===== src/rtl/fp2int.sv =====
`default_nettype none
// ============================================================================
// Module      : fp2int
// Description : Iterative IEEE 754 single-precision to signed 32-bit integer
//               converter. Truncates toward zero; saturates on overflow/Inf
//               and NaN, raising ovf / invalid. One alignment shift per cycle.
// Revision    : 1.0  initial release
// ============================================================================
module fp2int (
  input  logic        clk,
  input  logic        reset,
  input  logic        start,
  input  logic [31:0] a,
  output logic [31:0] result,
  output logic        done,
  output logic        busy,
  output logic        ovf,
  output logic        invalid
);

  localparam logic [2:0] IDLE     = 3'd0;
  localparam logic [2:0] CLASSIFY = 3'd1;
  localparam logic [2:0] SHIFT    = 3'd2;
  localparam logic [2:0] SIGN     = 3'd3;
  localparam logic [2:0] FINISH   = 3'd4;

  localparam logic [31:0] POS_SAT = 32'h7FFF_FFFF;
  localparam logic [31:0] NEG_SAT = 32'h8000_0000;
  localparam logic [31:0] MIN_INT = 32'hCF00_0000;  // exactly -2^31 as a float

  logic [2:0]  state;
  logic [2:0]  next_state;
  logic [31:0] a_reg;
  logic [31:0] mag;
  logic [4:0]  count;
  logic        dir_left;

  // Field decode of the latched operand
  logic        sign;
  logic [7:0]  exp;
  logic [22:0] frac;
  logic        is_nan;
  logic        is_inf;
  logic        is_min;
  logic        is_big;
  logic        is_small;
  logic        special;
  logic        shl;
  logic [4:0]  shift_k;

  assign sign     = a_reg[31];
  assign exp      = a_reg[30:23];
  assign frac     = a_reg[22:0];
  assign is_nan   = (exp == 8'd255) && (frac != 23'd0);
  assign is_inf   = (exp == 8'd255) && (frac == 23'd0);
  assign is_min   = (a_reg == MIN_INT);
  assign is_big   = (exp >= 8'd158);                 // e >= 31
  assign is_small = (exp <  8'd127);                 // e < 0
  assign special  = is_nan | is_inf | is_min | is_big | is_small;
  assign shl      = (exp >= 8'd150);                 // e >= 23

  // On the normal path |e-23| <= 23, so modulo-32 arithmetic on the low
  // exponent bits gives the exact shift count (150 mod 32 = 22).
  assign shift_k  = shl ? (exp[4:0] - 5'd22) : (5'd22 - exp[4:0]);

  // State register
  always_ff @(posedge clk or negedge reset) begin
    if (!reset) state <= IDLE;
    else        state <= next_state;
  end

  // Next-state logic
  always_comb begin
    next_state = state;
    case (state)
      IDLE:     if (start) next_state = CLASSIFY;
      CLASSIFY: begin
        if (special)              next_state = FINISH;
        else if (shift_k != 5'd0) next_state = SHIFT;
        else                      next_state = SIGN;
      end
      SHIFT:    if (count == 5'd1) next_state = SIGN;
      SIGN:     next_state = FINISH;
      FINISH:   next_state = IDLE;
      default:  next_state = IDLE;
    endcase
  end

  // Status outputs are pure functions of the state so reset clears them at once
  always_comb begin
    done = (state == FINISH);
    busy = (state != IDLE);
  end

  // Operand capture, classification, alignment loop and sign application
  always_ff @(posedge clk or negedge reset) begin
    if (!reset) begin
      a_reg    <= 32'd0;
      mag      <= 32'd0;
      count    <= 5'd0;
      dir_left <= 1'b0;
      result   <= 32'd0;
      ovf      <= 1'b0;
      invalid  <= 1'b0;
    end else begin
      case (state)
        IDLE: begin
          if (start) a_reg <= a;
        end
        CLASSIFY: begin
          if (is_nan) begin
            result  <= NEG_SAT;
            invalid <= 1'b1;
            ovf     <= 1'b0;
          end else if (is_inf) begin
            result  <= sign ? NEG_SAT : POS_SAT;
            ovf     <= 1'b1;
            invalid <= 1'b0;
          end else if (is_min) begin
            result  <= NEG_SAT;
            ovf     <= 1'b0;
            invalid <= 1'b0;
          end else if (is_big) begin
            result  <= sign ? NEG_SAT : POS_SAT;
            ovf     <= 1'b1;
            invalid <= 1'b0;
          end else if (is_small) begin
            result  <= 32'd0;
            ovf     <= 1'b0;
            invalid <= 1'b0;
          end else begin
            mag      <= {8'd0, 1'b1, frac};
            count    <= shift_k;
            dir_left <= shl;
            ovf      <= 1'b0;
            invalid  <= 1'b0;
          end
        end
        SHIFT: begin
          mag   <= dir_left ? (mag << 1) : (mag >> 1);
          count <= count - 5'd1;
        end
        SIGN: begin
          // Left shift is capped at 7, so mag < 2^31 and negation is exact
          result <= sign ? (~mag + 32'd1) : mag;
        end
        default: ;
      endcase
    end
  end

endmodule
`default_nettype wire


===== config.mk =====
export PLATFORM = sky130hd
export DESIGN_NAME = fp2int
export DESIGN_NICKNAME = d
export VERILOG_FILES = /design/src/rtl/fp2int.sv
export SDC_FILE = /design/constraint.sdc
export NUM_CORES = 1
export LEC_CHECK = 0
export ABC_AREA = 1
export BUFFER_PORTS_ARGS = -buffer_cell sky130_fd_sc_hd__buf_2
export CORE_MARGIN = 2
export CORE_UTILIZATION = 30
export DETAILED_ROUTE_END_ITERATION = 7
export PLACE_DENSITY = 0.51
export SLEW_MARGIN = 20
export SYNTH_ARGS = -nofsm -noshare
export SYNTH_HDL_FRONTEND = slang
export SYNTH_SLANG_ARGS = --single-unit
export TNS_END_PERCENT = 20

===== constraint.sdc =====
create_clock -name clk -period 4.8 [get_ports clk]
set_input_delay 0.48 -clock clk [delete_from_list [all_inputs] [get_ports clk]]
set_output_delay 0.48 -clock clk [all_outputs]
set_load 0.01 [all_outputs]

==> results.toml <==
[setup_path]
r2r_cells = 7
crit_fanout = 31
regToRegStartpoint = "state[0]$_DFFE_PN0P_"
arrival_ns = 2.72
end_kind = "flip-flop"
worst_r2r_endpoint = "result[3]$_DFFE_PN0P_"
critPathLaunchType = "flip-flop"
regToRegSetupSlack_ns = 2.29
critical_path_required_ns = 5.00
path_class = "reg2reg"

[synthesis]
synth-main-ff-cell = "dfrtp_1"
yosysTopAreaCell = "dfrtp_1"
ys_types = 37
syn_inst = 832
synth_edf_count = 0
ys_top_cells_by_area = "dfrtp_1 43%, nand2_1 10%, nor2_1 7.6%"
synth_fp_nets = 873
ys_seq_elements = 107
ys_seq_area_frac = 0.431
ys_async_sr_fraction = 1.00
netlist_top_cells_count = "169 x nand2_1, 126 x nor2_1, 107 x dfrtp_1"
syn-cell-area_um2 = 6210
synth_top_area_frac = 0.431
post-synth-top-count-cell = "nand2_1"
ys_warn_count = 0
syn_avg_cell_area_um2 = 7.46

[drt]
drcViolationCount = 0
vias = 5514
drt-met1-wl_um = 9070
wire_per_inst_um = 14.3
dr_wl_met2_um = 6380
top_layer_used = "met4"
routed-wl-met3_um = 794
drtIter0Drc = 475
totalWireLength_um = 16500
antenna_left = 0
dr.pass1.iters = 5
vias_per_cell = 4.78

[floorplan]
ioPinCount = 71
die_x_um = 148
dieArea_um2 = 21900
start_util = 0.306
std_cell_rows = 52
coreArea_um2 = 20300
die_h_um = 148

[sta]
tns_ns = 0
tightest_slew_ns = 0.883
timing.final.crit_period_ns = 2.51
fin_crit_sh = 0.524
setup_viol_count_final = 0
relSlewSlack = 0.412
finalHoldViolCount = 0
slew_violations = 0
max_freq_mhz = 398
fin_skew_ns = 0.00655
rsz0062_at_grt = "false"

[pwr]
vdd_ir_drop_max_uv = 278
p_seq_frac = 0.343
switching_share = 0.481
cellPowerDensity_nw_per_um2 = 716
cell_internal_pwr_uw = 2600
leakagePower_uw = 0.00316
p_clk_frac = 0.154
p_comb_frac = 0.502
switchingPower_uw = 2410

[finish]
fillers = 2265
drive_gt1_frac = 0.145
syn_to_final_growth_pct = 12.7
antennaDiodeCount = 0
fin_util = 0.345
fin_nets = 919

[run]
maxCapViolations = 0

[global_routing]
antenna_found_initial = 0
track_usage = 0.155
overflow = 0
grt_pass1_wl_um = 27000
grt_max_degree = 71
grt_pass1_vias = 5038

[placed_design]
place_hpwl_um = 11800
portBuffers = 70
routabilityCongestion = 0.833

[clocking]
cts_tree = "built"
path_clk_slew_ns = 0.07
ctsHoldBuffers = 0
insertion_delay_ns = 0.36
clock-root-buffer = "clkbuf_16"
htreeDepth = 3
clockBufferDepth = 2
clkSinkCount = 107
cts.repair.resized = 0
post_cts_buffers = 0
cts_buffers = 9

[worst_hold_path]
min_path_type = "in2async"

[run_status]
outcome = "finished clean"
[power by group through the flow]
| stage | clock network, µW | registers [µW] | logic (µW) |
|---|---|---|---|
| global placement | 0 | 1730 | 2520 |
| detailed placement | 0 | 1740 | 2520 |
| CTS | 796 | 1720 | 2530 |
| global route | 821 | 1790 | 2890 |
| finish | 773 | 1720 | 2520 |
| floorplan | 0 | 1700 | 1940 |
[routing by layer]
metal  up-vias  track usage
li1       2837            -
met1      2540        0.254
met2       124        0.205
met3        13       0.0225
met4         0       0.0457
met5         -            0
[how the worst max path moves through the flow]
stage,startpoint,endpoint,depth (start not counted)
2_1_floorplan,a_reg[24]$_DFFE_PN0P_,result[18]$_DFFE_PN0P_,11
3_3_place_gp,state[0]$_DFFE_PN0P_,result[25]$_DFFE_PN0P_,7
3_5_place_dp,state[0]$_DFFE_PN0P_,result[3]$_DFFE_PN0P_,7
4_1_cts,state[0]$_DFFE_PN0P_,result[3]$_DFFE_PN0P_,7
5_1_grt,state[0]$_DFFE_PN0P_,result[3]$_DFFE_PN0P_,7
6_report,state[0]$_DFFE_PN0P_,result[3]$_DFFE_PN0P_,7
[final cells by class]
| type | count | area, µm² | area share |
|---|---|---|---|
| clock buffers | 9 | 225 | 0.0322 |
| multi-input cells | 605 | 2980 | 0.427 |
| repair buffers | 75 | 390 | 0.0558 |
| inverters | 80 | 303 | 0.0433 |
| clock inverters | 7 | 77.6 | 0.0111 |
| flip-flops and latches | 107 | 2680 | 0.383 |
| well taps | 270 | 338 | 0.0483 |
[metrics by stage]
| step | cell area [µm²] | cells | worst slack, ns | hold WS (ns) | total power (µW) |
|---|---|---|---|---|---|
| after floorplan | 6210 | 832 | 3.06 | 0.184 | 3640 |
| after global placement | 6690 | 1137 | 2.30 | 0.496 | 4250 |
| after detailed placement | 6690 | 1137 | 2.29 | 0.490 | 4260 |
| after CTS | 7000 | 1153 | 2.27 | 0.286 | 5050 |
| after global routing | 7000 | 1153 | 1.99 | 0.345 | 5500 |
| final | 7000 | 1153 | 2.29 | 0.247 | 5010 |
[worst max-delay path: stages (launching register included)]
cell	delay [ns]
dfrtp_1	0.43
inv_2	0.09
nor2_8	0.12
nand2_1	0.26
inv_2	0.46
nor2_1	0.15
nor2_4	0.67
a21oi_1	0.14
[cell usage in the layout, fill, tap and decap left out, types with 2 or more instances in the layout]
| master | n |
|---|---|
| o21ai_0 | 69 |
| inv_1 | 76 |
| inv_2 | 3 |
| mux2_2 | 6 |
| nand3b_1 | 2 |
| o211ai_1 | 24 |
| nand2_2 | 2 |
| o22ai_1 | 2 |
| nand4_1 | 10 |
| dfrtp_1 | 107 |
| nor3_2 | 2 |
| buf_4 | 6 |
| nor2_2 | 2 |
| o21ai_1 | 22 |
| clkinvlp_4 | 4 |
| clkbuf_16 | 9 |
| nand2_4 | 2 |
| nor2_1 | 126 |
| nand3_1 | 65 |
| nor3_1 | 2 |
| nand2_1 | 169 |
| a21oi_2 | 12 |
| buf_2 | 69 |
| xor2_1 | 7 |
| ha_1 | 6 |
| a21oi_1 | 66 |
[cells by family after synthesis]
kind of cell,share of synthesized area
xor gates and xnor gates,0.00987
buffers and inverters,0.0899
adders and majority gates,0.0121
DFF,0.431
muxes,0.0125
AOI/OAI and AO/OA,0.180
and+or+nand+nor,0.265
No activity file was read; power rests on OpenSTA's default activity.
